`src/rtl/vedic_pkg.sv`:
```
// Shared definitions for the sequential Vedic multiplier: FSM state encoding,
// digit width and the per-operand digit count helper.
package vedic_pkg;

    typedef enum logic [0:0] {
        ST_IDLE = 1'b0,
        ST_RUN  = 1'b1
    } state_t;

    localparam int DIG_W = 2;

    // Number of 2-bit digits in an operand of the given width.
    function automatic int ndig(input int width);
        return width / DIG_W;
    endfunction

endpackage

```
`src/rtl/vedic_seq_mult_vedic2x2.sv`:
```
// Combinational 2x2 Vedic (Urdhva-Tiryagbhyam) digit multiplier: vertical and
// crosswise partial products combined with half adders.
module Vedic2x2 (
    input  logic [1:0] a_i,
    input  logic [1:0] b_i,
    output logic [3:0] p_o
);

    logic vert_lo;
    logic cross_a;
    logic cross_b;
    logic vert_hi;
    logic carry_mid;

    assign vert_lo   = a_i[0] & b_i[0];
    assign cross_a   = a_i[1] & b_i[0];
    assign cross_b   = a_i[0] & b_i[1];
    assign vert_hi   = a_i[1] & b_i[1];
    assign carry_mid = cross_a & cross_b;

    assign p_o[0] = vert_lo;
    assign p_o[1] = cross_a ^ cross_b;
    assign p_o[2] = vert_hi ^ carry_mid;
    assign p_o[3] = vert_hi & carry_mid;

endmodule

```
`src/rtl/vedic_seq_mult.sv`:
```
// Sequential WIDTH x WIDTH unsigned multiplier. One 2x2 Vedic cell is reused
// for every digit pair (i, j); each 4-bit partial product is shifted by
// 2*(i+j) and accumulated, one pair per clock, NDIG*NDIG cycles per result.
module vedic_seq_mult
    import vedic_pkg::*;
#(
    parameter int WIDTH = 8
) (
    input  logic                 clk,
    input  logic                 rst,
    input  logic                 start,
    input  logic [WIDTH-1:0]     a,
    input  logic [WIDTH-1:0]     b,
    output logic                 busy,
    output logic                 done,
    output logic [2*WIDTH-1:0]   product
);

    localparam int NDIG  = ndig(WIDTH);
    localparam int IDX_W = (NDIG > 1) ? $clog2(NDIG) : 1;
    localparam int PW    = 2 * WIDTH;
    localparam logic [IDX_W-1:0] LAST_IDX = IDX_W'(NDIG - 1);

    if ((WIDTH % 2) != 0 || WIDTH < 4) begin : g_width_check
        $error("vedic_seq_mult: WIDTH must be even and >= 4");
    end

    state_t             state_q, state_d;
    logic [WIDTH-1:0]   ra_q, ra_d;
    logic [WIDTH-1:0]   rb_q, rb_d;
    logic [PW-1:0]      acc_q, acc_d;
    logic [IDX_W-1:0]   i_q, i_d;
    logic [IDX_W-1:0]   j_q, j_d;
    logic [PW-1:0]      product_q, product_d;
    logic               done_q, done_d;

    logic [DIG_W-1:0]   dig_a;
    logic [DIG_W-1:0]   dig_b;
    logic [3:0]         cell_p;
    logic [PW-1:0]      pp_ext;
    logic [IDX_W+1:0]   shamt;
    logic [PW-1:0]      pp_shifted;
    logic [PW-1:0]      acc_sum;
    logic               last_pair;

    // Digit mux: select digit i of ra and digit j of rb for the cell.
    always_comb begin
        dig_a = '0;
        dig_b = '0;
        for (int k = 0; k < NDIG; k++) begin
            if (i_q == IDX_W'(k)) dig_a = ra_q[k*DIG_W +: DIG_W];
            if (j_q == IDX_W'(k)) dig_b = rb_q[k*DIG_W +: DIG_W];
        end
    end

    Vedic2x2 u_cell (
        .a_i (dig_a),
        .b_i (dig_b),
        .p_o (cell_p)
    );

    // Weight the partial product by 2^(2*(i+j)) and form the running sum.
    always_comb begin
        pp_ext     = {{(PW-4){1'b0}}, cell_p};
        shamt      = {1'b0, i_q, 1'b0} + {1'b0, j_q, 1'b0};
        pp_shifted = pp_ext << shamt;
        acc_sum    = acc_q + pp_shifted;
        last_pair  = (i_q == LAST_IDX) && (j_q == LAST_IDX);
    end

    // FSM, index walk and accumulation next-state logic.
    always_comb begin
        state_d   = state_q;
        ra_d      = ra_q;
        rb_d      = rb_q;
        acc_d     = acc_q;
        i_d       = i_q;
        j_d       = j_q;
        product_d = product_q;
        done_d    = 1'b0;
        case (state_q)
            ST_IDLE: begin
                if (start) begin
                    ra_d    = a;
                    rb_d    = b;
                    acc_d   = '0;
                    i_d     = '0;
                    j_d     = '0;
                    state_d = ST_RUN;
                end
            end
            ST_RUN: begin
                acc_d = acc_sum;
                if (j_q == LAST_IDX) begin
                    j_d = '0;
                    i_d = i_q + 1'b1;
                end else begin
                    j_d = j_q + 1'b1;
                end
                if (last_pair) begin
                    product_d = acc_sum;
                    done_d    = 1'b1;
                    i_d       = '0;
                    state_d   = ST_IDLE;
                end
            end
            default: state_d = ST_IDLE;
        endcase
    end

    // State registers; reset discards any in-flight operation.
    always_ff @(posedge clk or posedge rst) begin
        if (rst) begin
            state_q   <= ST_IDLE;
            ra_q      <= '0;
            rb_q      <= '0;
            acc_q     <= '0;
            i_q       <= '0;
            j_q       <= '0;
            product_q <= '0;
            done_q    <= 1'b0;
        end else begin
            state_q   <= state_d;
            ra_q      <= ra_d;
            rb_q      <= rb_d;
            acc_q     <= acc_d;
            i_q       <= i_d;
            j_q       <= j_d;
            product_q <= product_d;
            done_q    <= done_d;
        end
    end

    assign busy    = (state_q == ST_RUN);
    assign done    = done_q;
    assign product = product_q;

endmodule

```
`config.mk`:
```
export PLATFORM = sky130hd
export DESIGN_NAME = vedic_seq_mult
export DESIGN_NICKNAME = d
export VERILOG_FILES = /design/src/rtl/vedic_pkg.sv /design/src/rtl/vedic_seq_mult_vedic2x2.sv /design/src/rtl/vedic_seq_mult.sv
export SDC_FILE = /design/constraint.sdc
export NUM_CORES = 1
export LEC_CHECK = 0
export ABC_CLOCK_PERIOD_IN_PS = 7900
export CORE_MARGIN = 8
export CORE_UTILIZATION = 63
export CTS_BUF_LIST = sky130_fd_sc_hd__clkbuf_8
export CTS_CLUSTER_SIZE = 16
export DETAILED_ROUTE_END_ITERATION = 8
export PLACE_DENSITY = 0.95
export SYNTH_ARGS = -nofsm -noshare
export SYNTH_HDL_FRONTEND = slang
export SYNTH_SLANG_ARGS = --single-unit
```
`constraint.sdc`:
```
create_clock -name clk -period 7.9 [get_ports clk]
set_input_delay 0.79 -clock clk [delete_from_list [all_inputs] [get_ports clk]]
set_output_delay 0.79 -clock clk [all_outputs]
set_load 0.1 [all_outputs]
```
==> metrics, run 1 <==
status=complete, no violations; Remaining DRCs=0; port bufs=36; wire length on met3=414 µm; largest net degree at the start of global routing=55; fill count=396; core region area=5370 µm²; CTS tree=done; vias per cell=5.86; DR vias=2771; cell count after synthesis=371; Finished Core Util=0.727; Synth Flop Type=dfrtp_1; GP Congestion=0.879; CTS root buffer=clkbuf_8; most common cell in the netlist=dfrtp_1; Setup WS pre-CTS=3.92 ns; fraction of layout cells with a size suffix above 1=0.0973; final-stage net count=448; H-Tree Depth=2; worst endpoint required time=8.10 ns; drt first pass iters=5; synth cell count leaders=dfrtp_1, nand2_1, a21oi_1; max_cap viols=0; Yosys Warn Count=0; overall power=0.00173 W; Design Area, Final=3910 µm²; Final setup viols=0; clock sinks=54; CTS clk-pin slew, worst paths=0.10 ns; Cell Area, Placed=3810 µm²; Avg Inst Size Synth=9.22 µm²; synth top area cells=dfrtp_1, ha_1, mux2_2, nand2_1, a21oi_1; FF-to-FF Start=j_q[0]$_DFFE_PP0P_; Crit path top cell by count=ha_1; Arr. time, crit path=4.34 ns; post-synth top area cell=dfrtp_1; synth-to-layout area growth=14.2%; met2 WL=3.89 mm; worst setup path endpoint=product[13]$_DFFE_PP0P_; n_diodes=0; Die Width=89.7 µm; unrepaired setup endpoints after global routing=false; Post-Synthesis Net Count=419; Setup TNS Final=0 ns; combinational power share=0.628; CP startpoint=j_q[0]$_DFFE_PP0P_; r2r endpoint=product[13]$_DFFE_PP0P_; EDFF count, synth=0; Worst R2R Path Depth=17; Initial Util=0.637; Leak Pwr=1.79 nW; post_cts resized=0; Avg WL per Cell=16.4 µm; Worst Setup End Kind=flop; Max Used Layer=met4; die height=89.7 µm; number of global-route vias before repair=2831; worst reg2reg setup slack=3.76 ns; worst slew pin tran=1.11 ns; Rel. slew slack=0.262; first-pass GRT wire length=12.9 mm; CP max-delay cell=dfrtp_1; antenna violations before repair=0; async set-or-reset flop fraction in the synthesized netlist=1.00; register area share after synthesis=0.395; HPWL after DPL=5.58 mm; minimum clock period=4.14 ns; max incr delay on CP=0.48 ns; sw frac=0.512; Max clock buf depth=2; CP Max Fanout=6; Final Max Tran Viols=0; Final Hold Vio Count=0; wl on met1=3.28 mm; Synth top area share=0.395; CP startpoint kind=flop; Cell variety after synth=48; Crit Path Category=reg -> reg; Worst Clk Skew=0.0108 ns; Max IR drop VDD=266 µV; io pins=37; grt total ovfl=0; Clk pwr share=0.095; Final period util=0.524; Critical Path, Cell by Cell=inv_1 > ha_1 > a21oi_1 > o21ai_0 > a22oi_1 > nor2_1 > ha_1 > ha_1 > mux2i_1 > nor3_1 > ha_1 > o211ai_1 > o21ai_0 > a31oi_1 > nand3_1 > mux2i_1 > o21ai_0; DR iter-0 viols=203; Routed Antenna Nets=0; CTS Hold Bufs=0; # Post-CTS Setup Buffers=0; flops & latches, synth=54; Sequential Power Share=0.277; f_max=0.241 GHz; Worst Hold Class=reg -> reg; net switching power=0.000885 W; DRT Wirelength=7.74 mm; CTS Buf Count=5; die area=8040 µm²; GRT Overall Usage=0.207; Power Density=443 nW/µm²; clk_lat worst skew=0.32 ns; Rows=27; post-synth design cell area=3420 µm²; min setup slack post-route=3.76 ns; internal power=0.000843 W
## per-layer routing
| layer | vias up | track usage |
|---|---|---|
| li1 | 1347 | - |
| met3 | 16 | 0.0500 |
| met5 | - | 0 |
| met1 | 1344 | 0.230 |
| met4 | 0 | 0.0906 |
| met2 | 64 | 0.367 |
## cell type report
class / instances / area [µm²] / area share
timing repair buffer: 37 / 368 / 0.0942
tap: 72 / 90.1 / 0.0231
clock buffer: 6 / 82.6 / 0.0211
multi-input combinational: 288 / 1950 / 0.499
inverter: 14 / 52.6 / 0.0135
sequential: 54 / 1350 / 0.346
clock inverter: 2 / 12.5 / 0.00320
## flip-flops by register name (all words and copies together), names as in the netlist
register and count:
acc_q 16, product 16, ra_q 8, rb_q 8, i_q 2, j_q 2
busy 1, done 1
## cells by family after synthesis
| group | after synthesis | synth area share |
|---|---|---|
| simple gates | 133 | 0.186 |
| compound gates | 89 | 0.157 |
| flops | 54 | 0.395 |
| buf+inv | 29 | 0.0351 |
| fa+ha+maj | 29 | 0.111 |
| mux | 25 | 0.0834 |
| xor+xnor | 12 | 0.0329 |
## power groups by stage
stage / registers [W] / clock network (W) / logic, W
after floorplan: 0.000734 / 0 / 0.000596
after global placement: 0.000478 / 0 / 0.00104
after detailed placement: 0.000485 / 0 / 0.00107
after CTS: 0.000479 / 0.000167 / 0.00108
after global routing: 0.000494 / 0.000177 / 0.00117
final: 0.000479 / 0.000164 / 0.00109
## cells in the final DEF (no fill, tap or decap), types with 7 or more instances in the layout
cell type,count
clkdlybuf4s50_1,36
a21oi_1,30
dfrtp_1,54
o21ai_0,29
mux2_2,18
nor2_1,27
inv_1,12
xnor2_1,7
ha_1,27
nand2_1,52
nand2b_1,19
## worst max-delay path, delay by kind of cell, from the launching register on
| family | cells | cell delay [ns] |
|---|---|---|
| compound gates | 7 | 1.34 |
| fa+ha+maj | 4 | 1.14 |
| mux | 2 | 0.59 |
| flops | 1 | 0.48 |
| simple gates | 3 | 0.39 |
| buf+inv | 1 | 0.10 |
## stage by stage
| step | hold slack, ns | cells |
|---|---|---|
| after global routing | 0.507 | 473 |
| after global placement | 0.459 | 465 |
| after detailed placement | 0.462 | 465 |
| after CTS | 0.487 | 473 |
| final | 0.481 | 473 |
| after floorplan | 0.480 | 371 |
## how the worst min path moves through the flow
stage / start / end / slack [ns] / cells after the start
final: product[0]$_DFFE_PP0P_ / product[0]$_DFFE_PP0P_ / 0.48 / 2
after global routing: product[0]$_DFFE_PP0P_ / product[0]$_DFFE_PP0P_ / 0.51 / 2
after CTS: product[0]$_DFFE_PP0P_ / product[0]$_DFFE_PP0P_ / 0.49 / 2
after detailed placement: product[0]$_DFFE_PP0P_ / product[0]$_DFFE_PP0P_ / 0.46 / 2
after global placement: product[3]$_DFFE_PP0P_ / product[3]$_DFFE_PP0P_ / 0.46 / 2
after floorplan: acc_q[8]$_DFFE_PP0P_ / acc_q[8]$_DFFE_PP0P_ / 0.48 / 1
Note: power is estimated with default switching activity, not from simulation.
==> inputs of run 2 (changes only) <==
ABC_CLOCK_PERIOD_IN_PS = 3600   (was 7900)
CORE_UTILIZATION = 53   (was 63)
PLACE_DENSITY = 0.9   (was 0.95)
clock period = 3.6 ns   (was 7.9 ns; I/O delays follow)
==> run 2 against run 1 <==
Against the previous run: via count up 16%; first-iteration DRC count up 33%; die area up 15%; global-route usage down 1.2 points; cell area up 17%; maximum frequency up 10%; sequential share of layout area down 5.0 points; count of clock-buffer cells in the layout down 1; the flow now finishes with violations (negative setup slack); power rose to 2.7 times the previous value; setup slack worse by 3.9 ns; flip-flop and latch count unchanged.
==> metrics, run 2 (synthesized netlist as in run 1, its figures left out) <==
status=finished with violations; failing checks=negative setup slack; CTS Hold Bufs=0; M1 GR Usage=0.218; Final period util=1.04; Power Density=1020 nW/µm²; min setup slack post-route=-0.151 ns; max_cap viols=0; most common cell after layout, fill and taps aside=dfrtp_1; Final Hold Vio Count=0; DRT Wirelength=9.84 mm; HPWL after DPL=5.89 mm; DR vias=3201; Worst Clk Skew=0.00792 ns; worst path bufs/invs=1; net switching power=0.00232 W; Design Area, Final=4560 µm²; n_diodes=0; Setup WS pre-CTS=-0.227 ns; Sequential Power Share=0.225; Remaining DRCs=0; CTS tree=done; die height=96.3 µm; combinational power share=0.687; Initial Util=0.542; Clk pwr share=0.089; GRT Max-Usage Layer=met2; Final setup viols=17; Routed Antenna Nets=0; vias per cell=6.14; CP startpoint kind=flop; Max clock buf depth=2; sw frac=0.497; Rel. slew slack=0.248; Crit Path Category=reg -> reg; drt first pass iters=6; Max IR drop VDD=719 µV; Crit path top cell by count=ha_4; worst reg2reg setup slack=-0.15 ns; Arr. time, crit path=3.96 ns; internal power=0.00235 W; first-pass GRT wire length=14.5 mm; GP Congestion=0.908; antenna violations before repair=0; CTS Buf Count=5; Critical Path, Cell by Cell=inv_2 > ha_4 > nand3b_1 > a21oi_1 > a21oi_1 > nor2_1 > a21oi_2 > nor2_2 > ha_4 > ha_4 > nand3b_1 > o21ai_2 > nor2b_2 > ha_4 > a21oi_2 > o211ai_1 > a21oi_2 > and3_4 > mux2i_1 > a211o_1; Rows=29; number of global-route vias before repair=3213; Final Max Tran Viols=0; CP max-delay cell=dfrtp_1; unrepaired setup endpoints after global routing=true; Die Width=96.3 µm; GRT Overall Usage=0.195; clock sinks=54; final-stage net count=491; Avg WL per Cell=18.9 µm; clk_lat worst skew=0.32 ns; Finished Core Util=0.722; DR iter-0 viols=270; worst endpoint required time=3.81 ns; commonest cells after routing, fill and taps aside=dfrtp_1, nand2_1, buf_4, clkdlybuf4s50_1; hold depth=2; crit-path leading delay family=compound AO/OA/AOI/OAI gates; Cell Area, Placed=4050 µm²; WHS=0.487 ns; CP Max Fanout=4; Worst Setup End Kind=flop; Worst path depth=20; f_max=0.267 GHz; worst slew pin tran=1.13 ns; Worst Hold Class=reg -> reg; M3 GR Usage=0.0351; port bufs=36; grt total ovfl=0; overall power=0.00467 W; CTS clk-pin slew, worst paths=0.10 ns; max incr delay on CP=0.41 ns; synth-to-layout area growth=33.3%; Worst R2R Path Depth=20; die area=9280 µm²; CTS root buffer=clkbuf_8; GRT met2 Usage=0.356; io pins=37; largest net degree at the start of global routing=55; minimum clock period=3.75 ns; core region area=6310 µm²; H-Tree Depth=2; Leak Pwr=2.05 nW; fraction of layout cells with a size suffix above 1=0.304
==> run 2: cell type report <==
class | count | area (µm²)
clock buffer | 5 | 68.8
clock inverter | 3 | 40.0
fill | 416 | 1750
inverter | 14 | 52.6
multi-input combinational | 288 | 2260
sequential | 54 | 1350
tap | 77 | 96.3
timing repair buffer | 80 | 688
==> run 2: layer usage <==
layer / vias to the layer above / wire length (µm)
li1: 1423 / -
met1: 1592 / 3890
met2: 138 / 4980
met3: 48 / 606
met4: 0 / 364
met5: - / 0
==> run 2: power groups by stage <==
stage                     registers [W]  logic, W  clock network (W)
final                           0.00105   0.00320           0.000414
after global routing            0.00108   0.00341           0.000437
after CTS                       0.00104   0.00280           0.000419
after detailed placement        0.00104   0.00262                  0
after global placement          0.00103   0.00253                  0
after floorplan                 0.00161   0.00131                  0
==> run 2: final timing paths <==
path                                        startpoint                      to
worst min register to register  product[0]$_DFFE_PP0P_  product[0]$_DFFE_PP0P_
worst max-delay path                j_q[1]$_DFFE_PP0P_   acc_q[15]$_DFFE_PP0P_
min in group asynchronous                          rst    acc_q[0]$_DFFE_PP0P_
worst max register to register      j_q[1]$_DFFE_PP0P_   acc_q[15]$_DFFE_PP0P_
worst min-delay path            product[0]$_DFFE_PP0P_  product[0]$_DFFE_PP0P_
max in group asynchronous                          rst  product[1]$_DFFE_PP0P_
==> run 2: worst register-to-register path, delay by kind of cell (launching register included) <==
kind	cells	cell delay [ns]
AO/OA/AOI/OAI	8	1.36
adder cells (fa/ha/maj)	4	0.86
AND/OR/NAND/NOR	6	0.80
flip-flops	1	0.41
buffers and inverters	1	0.12
multiplexers	1	0.07
==> run 2: through the flow <==
stage	setup TNS, ns	instances
floorplan	0	371
global placement	-0.292	502
detailed placement	-1.87	502
CTS	-0.0183	515
global route	-4.27	521
finish	-1.13	521
==> run 2: what timing repair did <==
action                     in CTS  in global routing
pin swaps                      11                 16
setup endpoints to repair      19                 22
cloned                          0                  0
setup buffers                   5                  6
resized for setup              29                 46
